**src/rtl/lmi_mem_arb_pkg.sv**
```systemverilog
// Shared constants, state encodings and bus payload types for the memory-port arbiter.
package lmi_mem_arb_pkg;

  localparam int unsigned BEATS    = 4;
  localparam int unsigned CTR_W    = 2;
  localparam int unsigned MAX_WAIT = 255;
  localparam int unsigned WAIT_W   = 8;
  localparam int unsigned ADDR_W   = 32;
  localparam int unsigned DATA_W   = 32;
  localparam int unsigned OFF_W    = CTR_W + 2;
  localparam int unsigned LINE_W   = ADDR_W - OFF_W;

  // One-hot state bit indices
  localparam int unsigned MA_ST_IDLE = 0;
  localparam int unsigned MA_ST_ADDR = 1;
  localparam int unsigned MA_ST_DATA = 2;
  localparam int unsigned MA_ST_DONE = 3;
  localparam int unsigned MA_ST_LAST = 3;
  localparam int unsigned MA_ST_W    = MA_ST_LAST + 1;

  localparam logic [MA_ST_W-1:0] MA_ST_RESET_VECT = MA_ST_W'(1 << MA_ST_IDLE);

  typedef enum logic [MA_ST_W-1:0] {
    ST_IDLE = MA_ST_W'(1 << MA_ST_IDLE),
    ST_ADDR = MA_ST_W'(1 << MA_ST_ADDR),
    ST_DATA = MA_ST_W'(1 << MA_ST_DATA),
    ST_DONE = MA_ST_W'(1 << MA_ST_DONE)
  } ma_state_e;

  typedef enum logic {
    MA_OWNER_IC = 1'b0,
    MA_OWNER_DC = 1'b1
  } ma_owner_e;

  // Address-phase payload latched at grant time
  typedef struct packed {
    logic [ADDR_W-1:0] addr;
    logic              wr;
    logic              burst;
  } mem_cmd_t;

  // Bursts go out line-aligned, single beats keep the exact word address
  function automatic logic [ADDR_W-1:0] ma_bus_addr(input logic [ADDR_W-1:0] a,
                                                    input logic burst);
    return burst ? {a[ADDR_W-1:OFF_W], OFF_W'(0)} : a;
  endfunction

endpackage

```
**src/rtl/lmi_mem_arb_rr.sv**
```systemverilog
// Two-way round-robin pick with a write-back stall escape for the D-cache.
module lmi_mem_arb_rr
  import lmi_mem_arb_pkg::*;
(
  input  logic              clk_i,
  input  logic              rst_ni,
  input  logic              ic_req_i,
  input  logic              dc_req_i,
  input  logic              dc_wr_i,
  input  logic [LINE_W-1:0] dc_line_i,
  input  logic              arb_en_i,
  input  logic              done_en_i,
  output logic              pick_dc_c_o
);

  ma_owner_e         ptr_q, ptr_d;         // side with lower priority on the next tie
  ma_owner_e         win_q, win_d;         // winner of the transaction in flight
  logic              contested_q, contested_d;
  logic [1:0]        stall_q, stall_d;
  logic [LINE_W-1:0] stall_line_q, stall_line_d;
  logic              tie_c;
  logic              wr_boost_c;

  // Combinational pick: a write-back that lost twice on the same line jumps the pointer
  always_comb begin
    tie_c       = ic_req_i && dc_req_i;
    wr_boost_c  = dc_wr_i && (stall_q >= 2'd2) && (dc_line_i == stall_line_q);
    pick_dc_c_o = tie_c ? (wr_boost_c || (ptr_q == MA_OWNER_IC)) : dc_req_i;
  end

  // Pointer, contention and stall bookkeeping
  always_comb begin
    ptr_d        = ptr_q;
    win_d        = win_q;
    contested_d  = contested_q;
    stall_d      = stall_q;
    stall_line_d = stall_line_q;
    if (arb_en_i) begin
      contested_d = tie_c;
      win_d       = pick_dc_c_o ? MA_OWNER_DC : MA_OWNER_IC;
      if (pick_dc_c_o) begin
        stall_d = 2'd0;
      end else if (tie_c && dc_wr_i) begin
        if ((stall_q != 2'd0) && (dc_line_i == stall_line_q)) begin
          stall_d = (stall_q == 2'd3) ? 2'd3 : stall_q + 2'd1;
        end else begin
          stall_d      = 2'd1;
          stall_line_d = dc_line_i;
        end
      end
    end
    if (done_en_i && contested_q) begin
      ptr_d = win_q;
    end
  end

  // Arbitration state registers
  always_ff @(posedge clk_i or negedge rst_ni) begin
    if (!rst_ni) begin
      ptr_q        <= MA_OWNER_DC;
      win_q        <= MA_OWNER_IC;
      contested_q  <= 1'b0;
      stall_q      <= 2'd0;
      stall_line_q <= '0;
    end else begin
      ptr_q        <= ptr_d;
      win_q        <= win_d;
      contested_q  <= contested_d;
      stall_q      <= stall_d;
      stall_line_q <= stall_line_d;
    end
  end

endmodule

```
**src/rtl/lmi_mem_arb.sv**
```systemverilog
// External memory port arbiter between the I-cache refill and D-cache engines.
module lmi_mem_arb
  import lmi_mem_arb_pkg::*;
(
  input  logic              clk_i,
  input  logic              rst_ni,
  input  logic              ic_req_i,
  input  logic [ADDR_W-1:0] ic_addr_i,
  input  logic              ic_burst_i,
  input  logic              dc_req_i,
  input  logic [ADDR_W-1:0] dc_addr_i,
  input  logic              dc_wr_i,
  input  logic              dc_burst_i,
  input  logic [DATA_W-1:0] dc_wdata_i,
  output logic              ic_gnt_o,
  output logic              dc_gnt_o,
  output logic              ic_val_o,
  output logic              dc_val_o,
  output logic              ic_done_o,
  output logic              dc_done_o,
  output logic [CTR_W-1:0]  beat_o,
  output logic              err_o,
  output logic              mem_req_o,
  output logic [ADDR_W-1:0] mem_addr_o,
  output logic              mem_wr_o,
  output logic              mem_burst_o,
  output logic [DATA_W-1:0] mem_wdata_o,
  input  logic              mem_aack_i,
  input  logic              mem_ack_i,
  input  logic              mem_berr_i
);

  ma_state_e         state_q, state_d;
  ma_owner_e         owner_q, owner_d;
  mem_cmd_t          cmd_q, cmd_d;
  logic [CTR_W-1:0]  beat_q, beat_d;
  logic [WAIT_W-1:0] wait_q, wait_d;
  logic              ic_gnt_q, ic_gnt_d, dc_gnt_q, dc_gnt_d;
  logic              ic_val_q, ic_val_d, dc_val_q, dc_val_d;
  logic              ic_done_q, ic_done_d, dc_done_q, dc_done_d;
  logic              err_q, err_d;
  logic              mem_req_q, mem_req_d;
  logic [DATA_W-1:0] mem_wdata_q;
  logic              pick_dc_c;
  logic              arb_en_c;
  logic              done_en_c;
  logic [CTR_W-1:0]  cur_beat_c;
  logic              last_c;

  assign arb_en_c  = (state_q == ST_IDLE) && (ic_req_i || dc_req_i);
  assign done_en_c = (state_q == ST_DONE);

  lmi_mem_arb_rr u_rr (
    .clk_i       (clk_i),
    .rst_ni      (rst_ni),
    .ic_req_i    (ic_req_i),
    .dc_req_i    (dc_req_i),
    .dc_wr_i     (dc_wr_i),
    .dc_line_i   (dc_addr_i[ADDR_W-1:OFF_W]),
    .arb_en_i    (arb_en_c),
    .done_en_i   (done_en_c),
    .pick_dc_c_o (pick_dc_c)
  );

  // The beat counter advances one cycle after each VAL so BEAT reads the beat that VAL reports
  always_comb begin
    cur_beat_c = beat_q + CTR_W'(ic_val_q | dc_val_q);
    last_c     = cmd_q.burst ? (cur_beat_c == CTR_W'(BEATS - 1)) : (cur_beat_c == '0);
  end

  // Next-state and registered-output logic
  always_comb begin
    state_d   = state_q;
    owner_d   = owner_q;
    cmd_d     = cmd_q;
    beat_d    = beat_q;
    wait_d    = wait_q;
    ic_gnt_d  = ic_gnt_q;
    dc_gnt_d  = dc_gnt_q;
    mem_req_d = mem_req_q;
    ic_val_d  = 1'b0;
    dc_val_d  = 1'b0;
    ic_done_d = 1'b0;
    dc_done_d = 1'b0;
    err_d     = 1'b0;
    unique case (state_q)
      ST_IDLE: begin
        if (ic_req_i || dc_req_i) begin
          if (pick_dc_c) begin
            owner_d   = MA_OWNER_DC;
            cmd_d     = '{addr: ma_bus_addr(dc_addr_i, dc_burst_i), wr: dc_wr_i, burst: dc_burst_i};
          end else begin
            owner_d   = MA_OWNER_IC;
            cmd_d     = '{addr: ma_bus_addr(ic_addr_i, ic_burst_i), wr: 1'b0, burst: ic_burst_i};
          end
          ic_gnt_d  = !pick_dc_c;
          dc_gnt_d  = pick_dc_c;
          mem_req_d = 1'b1;
          state_d   = ST_ADDR;
        end
      end
      ST_ADDR: begin
        if (mem_aack_i) begin
          mem_req_d = 1'b0;
          beat_d    = '0;
          wait_d    = '0;
          state_d   = ST_DATA;
        end
      end
      ST_DATA: begin
        beat_d = cur_beat_c;
        if (mem_ack_i && !mem_berr_i) begin
          ic_val_d = (owner_q == MA_OWNER_IC);
          dc_val_d = (owner_q == MA_OWNER_DC);
          wait_d   = '0;
          if (last_c) begin
            ic_done_d = (owner_q == MA_OWNER_IC);
            dc_done_d = (owner_q == MA_OWNER_DC);
            state_d   = ST_DONE;
          end
        end else if (mem_ack_i || (wait_q == WAIT_W'(MAX_WAIT - 1))) begin
          err_d     = 1'b1;
          ic_done_d = (owner_q == MA_OWNER_IC);
          dc_done_d = (owner_q == MA_OWNER_DC);
          state_d   = ST_DONE;
        end else begin
          wait_d = wait_q + 1'b1;
        end
      end
      ST_DONE: begin
        ic_gnt_d = 1'b0;
        dc_gnt_d = 1'b0;
        beat_d   = '0;
        state_d  = ST_IDLE;
      end
      default: begin
        ic_gnt_d  = 1'b0;
        dc_gnt_d  = 1'b0;
        mem_req_d = 1'b0;
        state_d   = ST_IDLE;
      end
    endcase
  end

  // State and output registers; reset drops grants immediately
  always_ff @(posedge clk_i or negedge rst_ni) begin
    if (!rst_ni) begin
      state_q     <= ST_IDLE;
      owner_q     <= MA_OWNER_IC;
      cmd_q       <= '0;
      beat_q      <= '0;
      wait_q      <= '0;
      ic_gnt_q    <= 1'b0;
      dc_gnt_q    <= 1'b0;
      ic_val_q    <= 1'b0;
      dc_val_q    <= 1'b0;
      ic_done_q   <= 1'b0;
      dc_done_q   <= 1'b0;
      err_q       <= 1'b0;
      mem_req_q   <= 1'b0;
      mem_wdata_q <= '0;
    end else begin
      state_q     <= state_d;
      owner_q     <= owner_d;
      cmd_q       <= cmd_d;
      beat_q      <= beat_d;
      wait_q      <= wait_d;
      ic_gnt_q    <= ic_gnt_d;
      dc_gnt_q    <= dc_gnt_d;
      ic_val_q    <= ic_val_d;
      dc_val_q    <= dc_val_d;
      ic_done_q   <= ic_done_d;
      dc_done_q   <= dc_done_d;
      err_q       <= err_d;
      mem_req_q   <= mem_req_d;
      mem_wdata_q <= dc_wdata_i;
    end
  end

  assign ic_gnt_o    = ic_gnt_q;
  assign dc_gnt_o    = dc_gnt_q;
  assign ic_val_o    = ic_val_q;
  assign dc_val_o    = dc_val_q;
  assign ic_done_o   = ic_done_q;
  assign dc_done_o   = dc_done_q;
  assign beat_o      = beat_q;
  assign err_o       = err_q;
  assign mem_req_o   = mem_req_q;
  assign mem_addr_o  = cmd_q.addr;
  assign mem_wr_o    = cmd_q.wr;
  assign mem_burst_o = cmd_q.burst;
  assign mem_wdata_o = mem_wdata_q;

  // State encoding, grant exclusivity and address/data phase overlap checks
  a_onehot: assert property (@(posedge clk_i) disable iff (!rst_ni) $onehot(state_q));
  a_gnt_excl: assert property (@(posedge clk_i) disable iff (!rst_ni) !(ic_gnt_q && dc_gnt_q));
  a_aack_ack: assert property (@(posedge clk_i) disable iff (!rst_ni)
                               !((state_q == ST_ADDR) && mem_aack_i && mem_ack_i));

endmodule

```
**config.mk**
```make
export PLATFORM = sky130hd
export DESIGN_NAME = lmi_mem_arb
export DESIGN_NICKNAME = d
export VERILOG_FILES = /design/src/rtl/lmi_mem_arb_pkg.sv /design/src/rtl/lmi_mem_arb_rr.sv /design/src/rtl/lmi_mem_arb.sv
export SDC_FILE = /design/constraint.sdc
export NUM_CORES = 1
export LEC_CHECK = 0
export CORE_ASPECT_RATIO = 0.8
export CORE_MARGIN = 5
export CORE_UTILIZATION = 49
export CTS_BUF_LIST = sky130_fd_sc_hd__clkbuf_16
export DETAILED_ROUTE_END_ITERATION = 10
export PLACE_DENSITY = 0.86
export SLEW_MARGIN = 10
export SYNTH_ARGS = -nofsm -noshare
export SYNTH_HDL_FRONTEND = slang
export SYNTH_HIERARCHICAL = 1
export SYNTH_SLANG_ARGS = --single-unit
```
**constraint.sdc**
```tcl
create_clock -name clk_i -period 7.4 [get_ports clk_i]
set_input_delay 1.48 -clock clk_i [delete_from_list [all_inputs] [get_ports clk_i]]
set_output_delay 1.48 -clock clk_i [all_outputs]
set_load 0.01 [all_outputs]
```
Word level (Yosys, flattened, before mapping):

Index checks and enable logic that the tools add are counted.

* add/subtract/negate cells: 3
* $lt $le $gt $ge: 1
* equality and inequality tests: 13
* mux-type cells: 44
* bitwise operators: 7
* reductions and logical operators: 28

Operators by type and width (number)
* $mux 34: 1
* $eq 28x28->1: 1
* $mux 4: 7
* $mux 8: 3
* $mux 1: 22
* $pmux 8 s2: 1
* $pmux 4 s3: 1
* $mux 2: 5
* $ne 3x3->1 const B: 3
* $add 8x1->8 const B: 1
* $eq 8x8->1 const B: 1
* $logic_and 1x1->1: 8
* $reduce_and 2->1: 4
* $reduce_and 4->1: 2
* $not 1->1: 6
* $pmux 2 s3: 1
* $reduce_and 3->1: 2
* $reduce_bool 2->1: 3
* $eq 2x2->1 const B: 2
* $eq 4x1->1 const B: 1
* $eq 4x2->1 const B: 1
* $eq 4x3->1 const B: 1
* $eq 4x4->1 const B: 1
* $pmux 1 s2: 2
* 12 further kinds: 16

* register bits: 122
* input bits: 106
* output and inout port bits: 76

Depth between registers and ports, before layout:

Gate-level depths: netlist of run 1.

* word-level depth: 8
* depth in mapped cells: 12
* mapped depth without buffers: 9

Modules after synthesis:

Netlist of run 1, hierarchy kept.

By module, submodules not included
* lmi_mem_arb: instances 1, cells each 303, area each 3559.7 µm², sequential area each 2228.4 µm²
* lmi_mem_arb_rr: instances 1, cells each 186, area each 1835.5 µm², sequential area each 827.0 µm²

Least setup slack after synthesis of run 1:

No wires, ideal clock.

* kind: input-to-reg
* start: input dc_addr_i[23]
* end: register cmd_q, in the netlist mem_addr_o[10]
* library setup time: 0.133 ns
* arrival: 3.507 ns
* data required time: 7.267 ns
* path slack: 3.760 ns
* stages on the path: 10
* buffers on the path: 3
* path through: xor2_1 -> nor4_1 -> nand4_1 -> clkbuf_1 -> o21ba_2 -> nor2b_1 -> clkbuf_1 -> clkbuf_1 -> mux2i_1 -> o21ai_0

* longest elaborated chain between the ends: 5

RTL lines
* start: declaration: RTL line lmi_mem_arb.sv:11 `input logic [ADDR_W-1:0] dc_addr_i,`
* $eq 28x28->1: RTL line lmi_mem_arb_rr.sv:27 `wr_boost_c = dc_wr_i && (stall_q >= 2'd2) && (dc_line_i == stall_line_q);`
* $logic_and 1x1->1: RTL line lmi_mem_arb_rr.sv:27
* $logic_or 1x1->1: RTL line lmi_mem_arb_rr.sv:28 `pick_dc_c_o = tie_c ? (wr_boost_c || (ptr_q == MA_OWNER_IC)) : dc_req_i;`
* $mux 1: RTL line lmi_mem_arb_rr.sv:28
* named net pick_dc_c: RTL line lmi_mem_arb.sv:44 `logic pick_dc_c;`
* $mux 34: RTL line lmi_mem_arb.sv:89 `if (pick_dc_c) begin`
* end signal: assignment: RTL line lmi_mem_arb.sv:165 `cmd_q <= cmd_d;`
* end: declaration: RTL line lmi_mem_arb.sv:35 `mem_cmd_t cmd_q, cmd_d;`

The timed path passes the listed nets, and every way through them passes these cells.
A chain may end at the register's enable or synchronous reset.

Worst setup path after layout of run 1:

* start: input dc_addr_i[23]
* end: register cmd_q, in the netlist mem_addr_o[1]

Same word-level chain as after synthesis.

==> flow_summary_export.csv, run 1 <==
group,metric,value,unit
timing,period_share,0.564,
power,p_leak,3.42,nW
synth,ys_types,51,
critical_path,required,7700,ps
finish,layout-drive-gt1-share,0.0705,
grt,grt-ovfl-total,0,
synth,synth_ff_type,"dfrtp_1",
power,power_density,297,nW/um^2
placement,place.gp.congestion,0.863,
cts,cts.clk_slew.worst_paths,60,ps
grt,grt_pass1_vias,4489,
critical_path,critPathCaptureType,"flop",
finish,nets,777,
die,initial_utilization,0.499,
die,io_pins,182,
cts,cts_max_path_buffers,2,
synth,synth_area_per_cell,11.0,sq um
timing,slew_violations,0,
cts,cts_max_level,4,
synth,netlist_area,5400,sq um
finish,area_delta_synth_final,46.3,%
run_status,status,"finished clean",
timing,hold_viol_final,0,
power,total_power,2.35,mW
critical_path,critPathLaunchType,"input pin",
synth,postSynthCellCount,489,
critical_path,worst-path-max-fanout,17,
cts,ctsHoldBuffers,0,
synth,synth_mux_area_frac,0.104,
cts,cts_tree,"done",
critical_path,path_class,"in2reg",
timing,finClkSkew,12.1,ps
timing,setup_viol,0,
cts,ctsRootBufferMaster,"clkbuf_16",
placement,hpwl,10.7,mm
synth,synth_edf_count,0,
cts,cts_resized,0,
synth,ys_seq_elements,122,
synth,synth.most_common_cell,"dfrtp_1",
cts,cts.sinks,122,
drt,wl_per_cell,17.6,um
drt,drt_wl_total,14.5,mm
synth,yosys.area_share.adder,0.00696,
power,ir_drop,184,uV
timing,maxSlewHeadroom,0.308,
timing,timing.final.crit_period,4170,ps
synth,yosysSeqAreaShare,0.566,
worst_hold_path,hold_path.class,"reg2reg",
synth,async_flop_share,1.00,
die,die_h,104,um
drt,drt_first_pass_iters,5,
synth,yosys_warnings,6,
synth,synth-compound-area-share,0.126,
drt,ant_nets,0,
synth,syn-num-nets,598,
cts,clkLatencyLatePin,400,ps
finish,antennaDiodeCount,0,
timing,rsz0062_at_grt,"no",
synth,synth_top_family_by_area,"compound AO/OA/AOI/OAI gates",
die,die_w,127,um
cts,cts_setup_buffers,0,
grt,grt_first_pass_wirelength,23.3,mm
drt,viasPerCell,5.32,
grt,antenna_found_initial,0,
critical_path,critPathArrivalTime,4470,ps
drt,drc,0,
drt,vias,4387,
grt,grt_max_degree,84,
critical_path,reg2reg_setup_slack,4400,ps
drt,drtIter0Drc,328,
synth,synth_top_area_cell,"dfrtp_1",
timing,tns,0,ps
cts,cts_made_buffers,17,
run,maxCapViolCount,0,
grt,track_usage,0.220,
synth,yosys.area_share.simple,0.0951,
synth,synth_top_area_frac,0.557,
timing,fmax,0.240,GHz
placement,port_buffers,181,
synth,netlist_top_cells_count,"120 x dfrtp_1, 62 x o21ai_0, 56 x mux2i_1",
die,rows,34,
die,die_area,13200,sq um
die,core,10800,sq um
synth,synth-xor-area-share,0.0519,
synth,ys_top_cells_by_area,"dfrtp_1 56%, mux2i_1 10%, o21ai_0 5.8%",
timing,max_slew.worst_pin.slew,1040,ps
-- path summary, 6_finish.rpt --
kind / startpoint / endpoint / cells past startpoint
worst min register to register: mem_addr_o[4] / mem_addr_o[4] / 2
max in group asynchronous: rst_ni / owner_q / 2
worst max register to register: u_rr/stall_line_q[19] / mem_addr_o[1] / 9
worst max-delay path: dc_addr_i[23] / mem_addr_o[1] / 10
worst min-delay path: mem_addr_o[4] / mem_addr_o[4] / 2
min in group asynchronous: rst_ni / mem_wdata_o[7] / 1
-- kinds of logic after synthesis --
| group | after synthesis |
|---|---|
| simple gates | 100 |
| fa+ha+maj | 3 |
| buf+inv | 63 |
| compound gates | 113 |
| mux | 56 |
| flops | 122 |
| xor+xnor | 32 |
-- critical path, stage by stage --
cell             delay [ps]
clkdlybuf4s50_1         470
xor2_1                  200
nor4_1                  460
nand4_1                 210
o21ba_2                 280
nor2b_4                 500
inv_1                   170
nor2_1                  330
a22oi_1                 150
o21ai_0                 220
-- area by class of cell --
cell class / count / area [sq um]
clock buffer: 17 / 425
clock inverter: 15 / 165
fill: 738 / 2910
inverter: 37 / 139
multi-input combinational: 304 / 2080
sequential: 122 / 3060
tap: 144 / 180
timing repair buffer: 186 / 1850
-- where the power goes --
| part | internal, mW | switching, mW | total, mW | leakage (nW) |
|---|---|---|---|---|
| Clock | 0.501 | 0.310 | 0.811 | 0.277 |
| Sequential | 0.806 | 0.100 | 0.906 | 1.42 |
| Combinational | 0.326 | 0.303 | 0.629 | 1.72 |
| Total | 1.63 | 0.713 | 2.35 | 3.42 |
-- sequential cells by signal (all words and copies together) (netlist names), 2 cells and up --
register / count
wait_q: 8
u_rr/stall_line_q: 28
beat_o: 2
mem_addr_o: 32
state_q: 4
mem_wdata_o: 32
u_rr/stall_q: 2
-- layer usage --
layer | up-vias | track usage | part of all wire
met4 | 0 | 0.0521 | 0.0076
met2 | 175 | 0.356 | 0.49
met3 | 10 | 0.0739 | 0.082
met1 | 2146 | 0.287 | 0.42
met5 | - | 0 | 0
li1 | 2056 | - | -
-- cell usage in the layout (no fill, tap or decap), types with 3 or more instances in the layout --
| cell type | synthesis | layout |
|---|---|---|
| a22oi_1 | 5 | 5 |
| clkbuf_16 | 0 | 17 |
| nand2b_1 | 4 | 4 |
| a31oi_1 | 7 | 7 |
| xor2_1 | 30 | 30 |
| a21oi_1 | 4 | 4 |
| nor2_1 | 8 | 8 |
| o2bb2ai_1 | 4 | 4 |
| o211ai_1 | 3 | 3 |
| and2_1 | 4 | 4 |
| inv_6 | 0 | 5 |
| nand4_1 | 3 | 3 |
| nor2b_1 | 4 | 3 |
| clkinv_4 | 0 | 3 |
| a211o_1 | 4 | 4 |
| clkdlybuf4s50_1 | 0 | 180 |
| nor3_1 | 3 | 3 |
| inv_1 | 37 | 37 |
| nand3_1 | 3 | 3 |
| dfrtp_1 | 120 | 120 |
| and3_1 | 6 | 6 |
| nor4_1 | 8 | 8 |
| buf_4 | 0 | 6 |
| mux2i_1 | 56 | 56 |
| clkinvlp_4 | 0 | 4 |
| o21ai_1 | 10 | 10 |
| nand2_1 | 46 | 46 |
| o21ai_0 | 62 | 62 |
| ha_1 | 3 | 3 |
-- through the flow --
stage | hold slack [ps] | std cells | utilization | instance area, sq um | worst slack [ps]
2_1_floorplan | 443 | 489 | - | 5400 | 3760
3_3_place_gp | 463 | 793 | 0.676 | 7300 | 3010
3_5_place_dp | 474 | 793 | 0.676 | 7300 | 2860
4_1_cts | 487 | 825 | 0.730 | 7890 | 3240
5_1_grt | 502 | 825 | 0.730 | 7890 | 3030
6_report | 483 | 825 | 0.730 | 7890 | 3230
(Power assumes the default switching activity.)
==> run 2: changes to the inputs <==
--- a/config.mk
+++ b/config.mk
@@ -7,10 +7,10 @@
 export LEC_CHECK = 0
 export CORE_ASPECT_RATIO = 0.8
 export CORE_MARGIN = 5
-export CORE_UTILIZATION = 49
+export CORE_UTILIZATION = 41
 export CTS_BUF_LIST = sky130_fd_sc_hd__clkbuf_16
 export DETAILED_ROUTE_END_ITERATION = 10
-export PLACE_DENSITY = 0.86
+export PLACE_DENSITY = 0.77
 export SLEW_MARGIN = 10
 export SYNTH_ARGS = -nofsm -noshare
 export SYNTH_HDL_FRONTEND = slang
==> constraint.sdc (replaced) <==
create_clock -name clk_i -period 3.6 [get_ports clk_i]
set_input_delay 0.72 -clock clk_i [delete_from_list [all_inputs] [get_ports clk_i]]
set_output_delay 0.72 -clock clk_i [all_outputs]
set_load 0.01 [all_outputs]
==> run 2 against run 1 <==
Largest power group unchanged. Worst setup slack got worse by 2600 ps. Critical path depth decreased by 3. Largest cell class unchanged. Combinational power increased by 110%. Critical path type unchanged. Clock-buffer cell count did not move. Sequential power increased by 100%. Die area is 18% higher. Non-clock buffer count increased by 3. Utilization down 11 points.
==> flow_summary_export.csv, run 2 (synthesized netlist as in run 1, its figures left out) <==
group,metric,value,unit
run_status,status,"finished clean",
critical_path,worst-path-max-fanout,30,
drt,ant_nets,0,
grt,track_usage,0.192,
finish,nets,780,
cts,ctsRootBufferMaster,"clkbuf_16",
finish,multi_input_area,2080,sq um
cts,cts_max_path_buffers,2,
placement,dp_slack,219,ps
timing,fmax,0.335,GHz
finish,layout-drive-gt1-share,0.0658,
timing,hold_slack,385,ps
cts,cts.clk_slew.worst_paths,50,ps
cts,cts_tree,"done",
placement,hpwl,10.6,mm
run,maxCapViolCount,0,
cts,clkLatencyLatePin,410,ps
timing,timing.final.crit_period,2980,ps
drt,viasPerCell,5.03,
finish,layout_common_cells,"180 x clkdlybuf4s50_1, 120 x dfrtp_1, 62 x o21ai_0",
grt,antenna_found_initial,0,
cts,cts_made_buffers,17,
grt,grt_pass1_vias,4607,
critical_path,r2r_cells,7,
drt,drt_wl_total,14.4,mm
grt,grt_max_degree,75,
grt,grt_first_pass_wirelength,24.0,mm
die,initial_utilization,0.419,
timing,finClkSkew,7.70,ps
finish,area_delta_synth_final,47.0,%
timing,maxSlewHeadroom,0.374,
timing,hold_viol_final,0,
timing,period_share,0.829,
finish,seqCellArea,3060,sq um
drt,drtIter0Drc,240,
drt,drt_first_pass_iters,5,
timing,tns,0,ps
die,core,12900,sq um
power,p_leak,3.45,nW
critical_path,path_class,"in2reg",
placement,place.gp.congestion,0.840,
critical_path,required,3840,ps
finish,antennaDiodeCount,0,
timing,setup_slack,616,ps
power,power_density,593,nW/um^2
die,rows,37,
critical_path,critPathArrivalTime,3230,ps
cts,cts.sinks,122,
drt,wl_per_cell,16.8,um
cts,ctsHoldBuffers,0,
placement,port_buffers,181,
die,die_w,138,um
power,total_power,4.70,mW
timing,setup_viol,0,
grt,grt-ovfl-total,0,
critical_path,critPathLaunchType,"input pin",
critical_path,critPathCaptureType,"flop",
cts,cts_resized,0,
power,ir_drop,456,uV
timing,slew_violations,0,
worst_hold_path,hold_path.class,"in2async",
timing,rsz0062_at_grt,"no",
die,die_h,113,um
drt,drc,0,
cts,cts_max_level,4,
finish,final_common_cell,"clkdlybuf4s50_1",
die,die_area,15600,sq um
timing,max_slew.worst_pin.slew,938,ps
die,io_pins,182,
finish,fill_cells,1073,
cts,cts_setup_buffers,0,
drt,vias,4321,
[run 2: changes by cell type in the layout (fill, tap and decap cells not counted)]
cell	before	now
inv_6	5	0
clkinvlp_4	4	1
clkinv_1	0	1
buf_12	0	2
inv_1	37	42
clkinv_2	1	6
clkinv_4	3	0
buf_4	6	7
[run 2: routing by layer]
layer | track usage | vias up | share of wire
met5 | 0 | - | 0
met2 | 0.296 | 145 | 0.47
li1 | - | 2050 | -
met1 | 0.252 | 2106 | 0.45
met3 | 0.0656 | 20 | 0.064
met4 | 0.0718 | 0 | 0.016
[run 2: stage by stage]
step                 util  cells  instance area (sq um)
floorplan               -    489                   5400
global placement    0.574    827                   7390
detailed placement  0.574    827                   7390
CTS                 0.616    859                   7930
global route        0.616    859                   7930
finish              0.616    859                   7930
[run 2: final cells by class]
| class | instances | share of cell area |
|---|---|---|
| clock buffers | 17 | 0.0536 |
| clock inverters | 15 | 0.0151 |
| inverters | 37 | 0.0175 |
| multi-input cells | 304 | 0.262 |
| flip-flops and latches | 122 | 0.385 |
| well taps | 175 | 0.0276 |
| repair buffers | 189 | 0.239 |
[run 2: final timing paths]
kind                       slack, ps            from                     to
max                              620   dc_addr_i[18]  u_rr/stall_line_q[26]
min                              390          rst_ni         mem_addr_o[16]
max reg2reg                      910      state_q[0]  u_rr/stall_line_q[26]
min reg2reg                      480  mem_addr_o[11]         mem_addr_o[11]
max in group asynchronous       2370          rst_ni             state_q[0]
min in group clk_i               480  mem_addr_o[11]         mem_addr_o[11]
[run 2: report_power, final]
group          internal [mW]  switching (mW)  total [mW]
combinational          0.673           0.612        1.29
clock                  0.992           0.581        1.57
sequential              1.66           0.189        1.85
[run 2: worst max-delay path, cell delays in order]
cell	delay [ps]
clkdlybuf4s50_1	480
xor2_1	200
nor4_1	430
nand4_1	180
buf_4	270
o31a_2	700
mux2i_1	230
